$ cat config.mk
export PLATFORM = sky130hd
export DESIGN_NAME = riscv_mc_ctrl
export DESIGN_NICKNAME = d
export VERILOG_FILES = /design/src/rtl/riscv_pkg.sv /design/src/rtl/riscv_imm_gen.sv /design/src/rtl/riscv_mc_ctrl.sv
export SDC_FILE = /design/constraint.sdc
export NUM_CORES = 1
export LEC_CHECK = 0
export CAP_MARGIN = 10
export CORE_ASPECT_RATIO = 1.25
export CORE_MARGIN = 3
export CORE_UTILIZATION = 25
export CTS_CLUSTER_DIAMETER = 150
export DETAILED_ROUTE_END_ITERATION = 10
export SETUP_SLACK_MARGIN = 0.05
export SLEW_MARGIN = 20
export SYNTH_ARGS = -nofsm -noshare
export SYNTH_HDL_FRONTEND = slang
export SYNTH_SLANG_ARGS = --single-unit
$ cat constraint.sdc
create_clock -name i_clk -period 10.4 [get_ports i_clk]
set_clock_uncertainty 0.2 [all_clocks]
set_input_delay 1.56 -clock i_clk [delete_from_list [all_inputs] [get_ports i_clk]]
set_output_delay 1.56 -clock i_clk [all_outputs]
set_load 0.05 [all_outputs]
$ cat src/rtl/riscv_pkg.sv
// Shared constants, state encoding and decode helpers for the RV32I multi-cycle sequencer.
package riscv_pkg;

  localparam logic [6:0] OP_R = 7'b0110011;
  localparam logic [6:0] OP_I = 7'b0010011;
  localparam logic [6:0] OP_B = 7'b1100011;

  localparam logic [3:0] ALU_ADD  = 4'd0;
  localparam logic [3:0] ALU_SUB  = 4'd1;
  localparam logic [3:0] ALU_AND  = 4'd2;
  localparam logic [3:0] ALU_OR   = 4'd3;
  localparam logic [3:0] ALU_XOR  = 4'd4;
  localparam logic [3:0] ALU_SLL  = 4'd5;
  localparam logic [3:0] ALU_SRL  = 4'd6;
  localparam logic [3:0] ALU_SRA  = 4'd7;
  localparam logic [3:0] ALU_SLTU = 4'd8;
  localparam logic [3:0] ALU_SLT  = 4'd9;

  typedef enum logic [2:0] {S_IDLE, S_FETCH, S_DECODE, S_EXEC, S_WB, S_TRAP} state_t;

  typedef struct packed {
    logic       legal;
    logic       is_br;
    logic       src_imm;
    logic [3:0] alu_ctrl;
  } dec_t;

  function automatic dec_t decode(input logic [6:0] op, input logic [2:0] f3, input logic b30);
    dec_t d;
    d = '0;
    case (op)
      OP_R, OP_I: begin
        d.legal   = 1'b1;
        d.src_imm = (op == OP_I);
        case (f3)
          3'b000:  d.alu_ctrl = (op == OP_R && b30) ? ALU_SUB : ALU_ADD;
          3'b001:  d.alu_ctrl = ALU_SLL;
          3'b010:  d.alu_ctrl = ALU_SLT;
          3'b011:  d.alu_ctrl = ALU_SLTU;
          3'b100:  d.alu_ctrl = ALU_XOR;
          3'b101:  d.alu_ctrl = b30 ? ALU_SRA : ALU_SRL;
          3'b110:  d.alu_ctrl = ALU_OR;
          default: d.alu_ctrl = ALU_AND;
        endcase
      end
      OP_B: begin
        d.is_br = 1'b1;
        d.legal = 1'b1;
        case (f3)
          3'b000, 3'b001: d.alu_ctrl = ALU_SUB;
          3'b100, 3'b101: d.alu_ctrl = ALU_SLT;
          3'b110, 3'b111: d.alu_ctrl = ALU_SLTU;
          default:        d.legal    = 1'b0;
        endcase
      end
      default: ;
    endcase
    return d;
  endfunction

  // EQ/NE test the SUB result for zero; the compare forms use the SLT/SLTU bit.
  function automatic logic br_taken(input logic [2:0] f3, input logic [31:0] res);
    return f3[2] ? (res[0] ^ f3[0]) : ((res == 32'd0) ^ f3[0]);
  endfunction

endpackage

$ cat src/rtl/riscv_imm_gen.sv
// Combinational I-type and B-type immediate sign extension.
module riscv_imm_gen (
  input  logic [31:7] i_instr,
  output logic [31:0] o_imm_i,
  output logic [31:0] o_imm_b
);
  assign o_imm_i = {{20{i_instr[31]}}, i_instr[31:20]};
  assign o_imm_b = {{19{i_instr[31]}}, i_instr[31], i_instr[7], i_instr[30:25], i_instr[11:8], 1'b0};
endmodule

$ cat src/rtl/riscv_mc_ctrl.sv
// Multi-cycle RV32I control sequencer: fetch/decode/exec/writeback, branch resolution, PC ownership.
// Optional retire counter output enabled by defining RETIRE_CNT_EN.
module riscv_mc_ctrl #(
  parameter logic [31:0] RESET_PC = 32'h0000_0000
) (
  input  logic        i_clk,
  input  logic        i_rst,
  input  logic        i_start,
  output logic        o_imem_req,
  output logic [31:0] o_imem_addr,
  input  logic        i_imem_ack,
  input  logic [31:0] i_imem_rdata,
  output logic [4:0]  o_rf_ra1,
  output logic [4:0]  o_rf_ra2,
  output logic [4:0]  o_rf_wa,
  output logic        o_rf_we,
  output logic [3:0]  o_alu_ctrl,
  output logic        o_alu_src_imm,
  output logic [31:0] o_imm,
  input  logic [31:0] i_alu_result,
  output logic [31:0] o_pc,
  output logic        o_trap
`ifdef RETIRE_CNT_EN
  ,
  output logic [31:0] o_retire_cnt
`endif
);
  import riscv_pkg::*;

  state_t      r_state;
  logic [31:0] r_pc, r_instr, r_imm, r_res;
  logic        r_req, r_we, r_src_imm, r_trap, r_br;
  logic [3:0]  r_alu_ctrl;

  logic [31:0] w_imm_i, w_imm_b, w_target;
  logic        w_taken;
  dec_t        w_dec;

  riscv_imm_gen u_imm_gen (
    .i_instr (r_instr[31:7]),
    .o_imm_i (w_imm_i),
    .o_imm_b (w_imm_b)
  );

  assign w_dec    = decode(r_instr[6:0], r_instr[14:12], r_instr[30]);
  assign w_target = r_pc + r_imm;
  assign w_taken  = r_br && br_taken(r_instr[14:12], r_res);

  always_ff @(posedge i_clk) begin
    if (i_rst) begin
      r_state    <= S_IDLE;
      r_pc       <= RESET_PC;
      r_instr    <= '0;
      r_imm      <= '0;
      r_res      <= '0;
      r_req      <= 1'b0;
      r_we       <= 1'b0;
      r_src_imm  <= 1'b0;
      r_trap     <= 1'b0;
      r_br       <= 1'b0;
      r_alu_ctrl <= ALU_ADD;
    end else begin
      case (r_state)
        S_IDLE: if (i_start) begin
          r_state <= S_FETCH;
          r_req   <= 1'b1;
        end
        S_FETCH: if (i_imem_ack) begin
          r_instr <= i_imem_rdata;
          r_req   <= 1'b0;
          r_state <= S_DECODE;
        end
        S_DECODE: begin
          if (!w_dec.legal) begin
            r_state <= S_TRAP;
            r_trap  <= 1'b1;
          end else begin
            r_alu_ctrl <= w_dec.alu_ctrl;
            r_src_imm  <= w_dec.src_imm;
            r_br       <= w_dec.is_br;
            r_imm      <= w_dec.is_br ? w_imm_b : w_imm_i;
            r_state    <= S_EXEC;
          end
        end
        S_EXEC: begin
          r_res   <= i_alu_result;
          r_we    <= !r_br && (r_instr[11:7] != 5'd0);
          r_state <= S_WB;
        end
        S_WB: begin
          r_we <= 1'b0;
          // A misaligned taken target faults without touching the PC.
          if (w_taken && (w_target[1:0] != 2'b00)) begin
            r_state <= S_TRAP;
            r_trap  <= 1'b1;
          end else begin
            r_pc    <= w_taken ? w_target : r_pc + 32'd4;
            r_req   <= 1'b1;
            r_state <= S_FETCH;
          end
        end
        S_TRAP: begin
          r_req <= 1'b0;
          r_we  <= 1'b0;
        end
        default: r_state <= S_IDLE;
      endcase
    end
  end

`ifdef RETIRE_CNT_EN
  logic [31:0] r_retire;
  always_ff @(posedge i_clk) begin
    if (i_rst)                r_retire <= '0;
    else if (r_state == S_WB) r_retire <= r_retire + 32'd1;
  end
  assign o_retire_cnt = r_retire;
`endif

  assign o_imem_req    = r_req;
  assign o_imem_addr   = r_pc;
  assign o_pc          = r_pc;
  assign o_rf_ra1      = r_instr[19:15];
  assign o_rf_ra2      = r_instr[24:20];
  assign o_rf_wa       = r_instr[11:7];
  assign o_rf_we       = r_we;
  assign o_alu_ctrl    = r_alu_ctrl;
  assign o_alu_src_imm = r_src_imm;
  assign o_imm         = r_imm;
  assign o_trap        = r_trap;

endmodule

==> qor.csv <==
stage;metric;value;unit
place;pre-CTS setup slack;6869;ps
setup_path;Crit path buffers/inverters;2;
final_layout;number of diodes;0;
synth;yosys warns;0;
grt;first-pass GRT wire length;37320;um
sta;final hold vios;0;
place;number of port buffers;186;
setup_path;Top delay family on crit path;buffers and inverters;
floorplanning;die area;31980;sq um
floorplanning;Starting Density;25.44;%
sta;fmax;0.2633;GHz
detailed_routing;WL met1;10330;um
detailed_routing;drt wl/cell;15.62;um
clock_network;clock latency on the worst-skew pair;420;ps
detailed_routing;DR top layer;met4;
synth;Yosys top cell by area;dfxtp_1;
grt;initial antenna violation count;0;
setup_path;CP endpoint kind;output port;
detailed_routing;initial DRC count;503;
detailed_routing;WL met3;1500;um
sta;fin crit period;3798;ps
detailed_routing;DR WL met2;11320;um
floorplanning;DIE WIDTH;160.6;um
detailed_routing;routed via count;7441;
clock_network;CTS tree;built;
sta;Final WS setup;6602;ps
grt;vias in the first global route;6977;
synth;leading post-synthesis cells by cell area;dfxtp_1 (32%), nand2_1 (10%), a21oi_1 (9.7%);
place;HPWL after DPL;17470;um
floorplanning;FP Rows;70;
synth;Mean Syn Cell Area;7.405;sq um
final_layout;Area Growth Syn to Fin;31.03;%
power;Leak;3.416;nW
detailed_routing;drt total wl;23640;um
detailed_routing;DRT antenna net count;0;
status;status;complete, no violations;
clock_network;post-CTS setup buffers;0;
clock_network;root buf cell;clkbuf_16;
synth;Synth Instances;1008;
setup_path;Max Fanout on Critical Path;44;
final_layout;post-layout util;33.33;%
sta;RSZ-0062 raised after global routing;false;
final_layout;Nets;1206;
grt;GRT overflow;0;
floorplanning;Die H;199.2;um
setup_path;crit path cell chain;buf_4 -> clkdlybuf4s50_1;
synth;Synth cell types;68;
detailed_routing;DRC;0;
setup_path;crit-path max cell delay;900;ps
synth;top cell type's share of synthesized area;32.45;%
detailed_routing;DR vias/cell;4.918;
synth;Async SR Flop Fraction;0;%
synth;syn_nets;1109;
sta;Sum Neg Setup Slack;0;ps
synth;Top FF cell, synth;dfxtp_1;
sta;Final period util;36.52;%
grt;largest net degree at the start of global routing;72;
power;PwrDens;121.4;nW/um^2
grt;Tot GR Track Use;14.45;%
setup_path;CP arrival;2040;ps
setup_path;CP max-delay cell;clkdlybuf4s50_1;
clock_network;Resized cells post-CTS;0;
clock_network;hold-fix buffers at CTS;0;
synth;most frequent cell after synthesis;nand2_1;
clock_network;number of clock sinks;121;
setup_path;r2r setup slk;6900;ps
synth;Mapped Area;7465;sq um
synth;EDFF count, synth;0;
clock_network;H-tree depth;4;
power;Worst VDD drop;0.0001088;V
sta;slew margin rel.;43.57;%
clock_network;clk slew on worst S/H paths;60;ps
floorplanning;I/O pin total;187;
clock_network;TritonCTS buffer count;17;
sta;pins over their slew limit;0;
min_path;worst min-delay path category;reg2reg;
flow_run;max-cap violation count;0;
synth;synthesized flop and latch total;121;
setup_path;Critical Path RT;8640;ps
clock_network;Max Buffers Root-to-Sink;2;
sta;actual slew at the worst max-slew pin;838.7;ps
sta;Setup Viol. Count Final;0;
synth;sequential fraction of the synthesis area;32.45;%
final_layout;Finished Cell Area;9781;sq um
detailed_routing;Pre-Repair DR Iteration Count;5;
setup_path;WS Path Type;reg2out;
place;placer's final routability congestion estimate;0.8437;
setup_path;startpoint class of the critical path;flop;
floorplanning;Core Area;29340;sq um
place;placed cell areas;9209;sq um
synth;Commonest cells post-synth;nand2_1 (201), a21oi_1 (144), dfxtp_1 (121);
final_layout;share of cells above drive strength 1;5.192;%
==> placed cells by master (no fill, tap or decap), types with 4 or more instances in the layout <==
master             n
clkdlybuf4s50_1  185
or3_1              4
buf_4             11
xnor2_1           11
nor2b_1            7
a21oi_1          144
nor3_1            30
xor2_1            12
a221o_1            4
clkinv_4           4
a31oi_1           13
dfxtp_1          121
nor2_1            60
a211oi_1          16
inv_1             12
ha_1              32
o31ai_1            4
nand4_1            5
o2111ai_1          4
nand3_1           27
clkbuf_16         17
nand2_1          201
nand2b_1           6
and3_1            10
nor4_1            18
o21bai_1           4
o21ai_0           48
and2_1             8
a41oi_1            6
mux2i_1            8
or2_2              4
a21o_1             9
or4_1              4
==> worst register-to-register path: stages (launching register included) <==
cell,delay (ps)
dfxtp_1,330
ha_1,230
fa_1,420
a211oi_1,400
o21ai_0,200
a31oi_1,540
o31ai_1,260
a31oi_1,280
o21ai_0,170
o2111ai_1,200
o221ai_1,130
==> layout make-up <==
type | instances | area (sq um)
clock buffers | 20 | 446.7
clock inverters | 11 | 125.1
fillers | 3124 | 19560
inverters | 12 | 45.04
multi-input cells | 757 | 4312
flip-flops and latches | 121 | 2422
well taps | 396 | 495.5
repair buffers | 196 | 1934
==> path summary, 6_finish.rpt <==
path,cells after the start,endpoint,start
hold / removal,2,o_imm[8]$_SDFFE_PP0P_,r_instr[28]$_SDFFE_PP0P_
setup / recovery,2,o_imm[13],o_imm[12]$_SDFFE_PP0P_
hold reg to reg,2,o_imm[8]$_SDFFE_PP0P_,r_instr[28]$_SDFFE_PP0P_
setup reg to reg,10,o_imem_addr[28]$_SDFFE_PP0P_,o_imem_addr[0]$_SDFFE_PP0P_
==> routing by layer <==
metal  up-vias  GRT usage [%]
li1       3727              -
met1      3449          18.14
met2       235          24.23
met3        30          3.566
met4         0          5.016
met5         -              0
==> cell families after synthesis <==
| group | count (synthesis) | share of synthesized area (%) |
|---|---|---|
| simple gates | 406 | 25.14 |
| compound gates | 287 | 22.98 |
| buf+inv | 130 | 10.02 |
| flops | 121 | 32.45 |
| fa+ha+maj | 33 | 5.632 |
| xor+xnor | 23 | 2.699 |
| mux | 8 | 1.073 |
==> power by group <==
group | internal (W) | total [W] | switching, W
logic | 0.0000511 | 0.000121 | 0.0000698
registers | 0.000475 | 0.000488 | 0.0000136
clock network | 0.000357 | 0.000578 | 0.000221
==> through the flow <==
stage | hold slack [ps] | total power (W) | instances
final | 251.4 | 0.001187 | 1513
after global routing | 272.7 | 0.001230 | 1513
after CTS | 255.2 | 0.001200 | 1513
after detailed placement | 247.8 | 0.0006195 | 1482
after global placement | 241.0 | 0.0006187 | 1482
after floorplan | 232.1 | 0.0005687 | 1008
==> state kept, by name (all words and copies together) (netlist names) <==
signal and cells:
o_imm 13, o_alu_src_imm 1, r_br 1, o_rf_we 1, r_res 32, r_state 3
o_trap 1, o_imem_req 1, o_alu_ctrl 4, r_instr 32, o_imem_addr 32
Power figures use the tool's default switching activity.
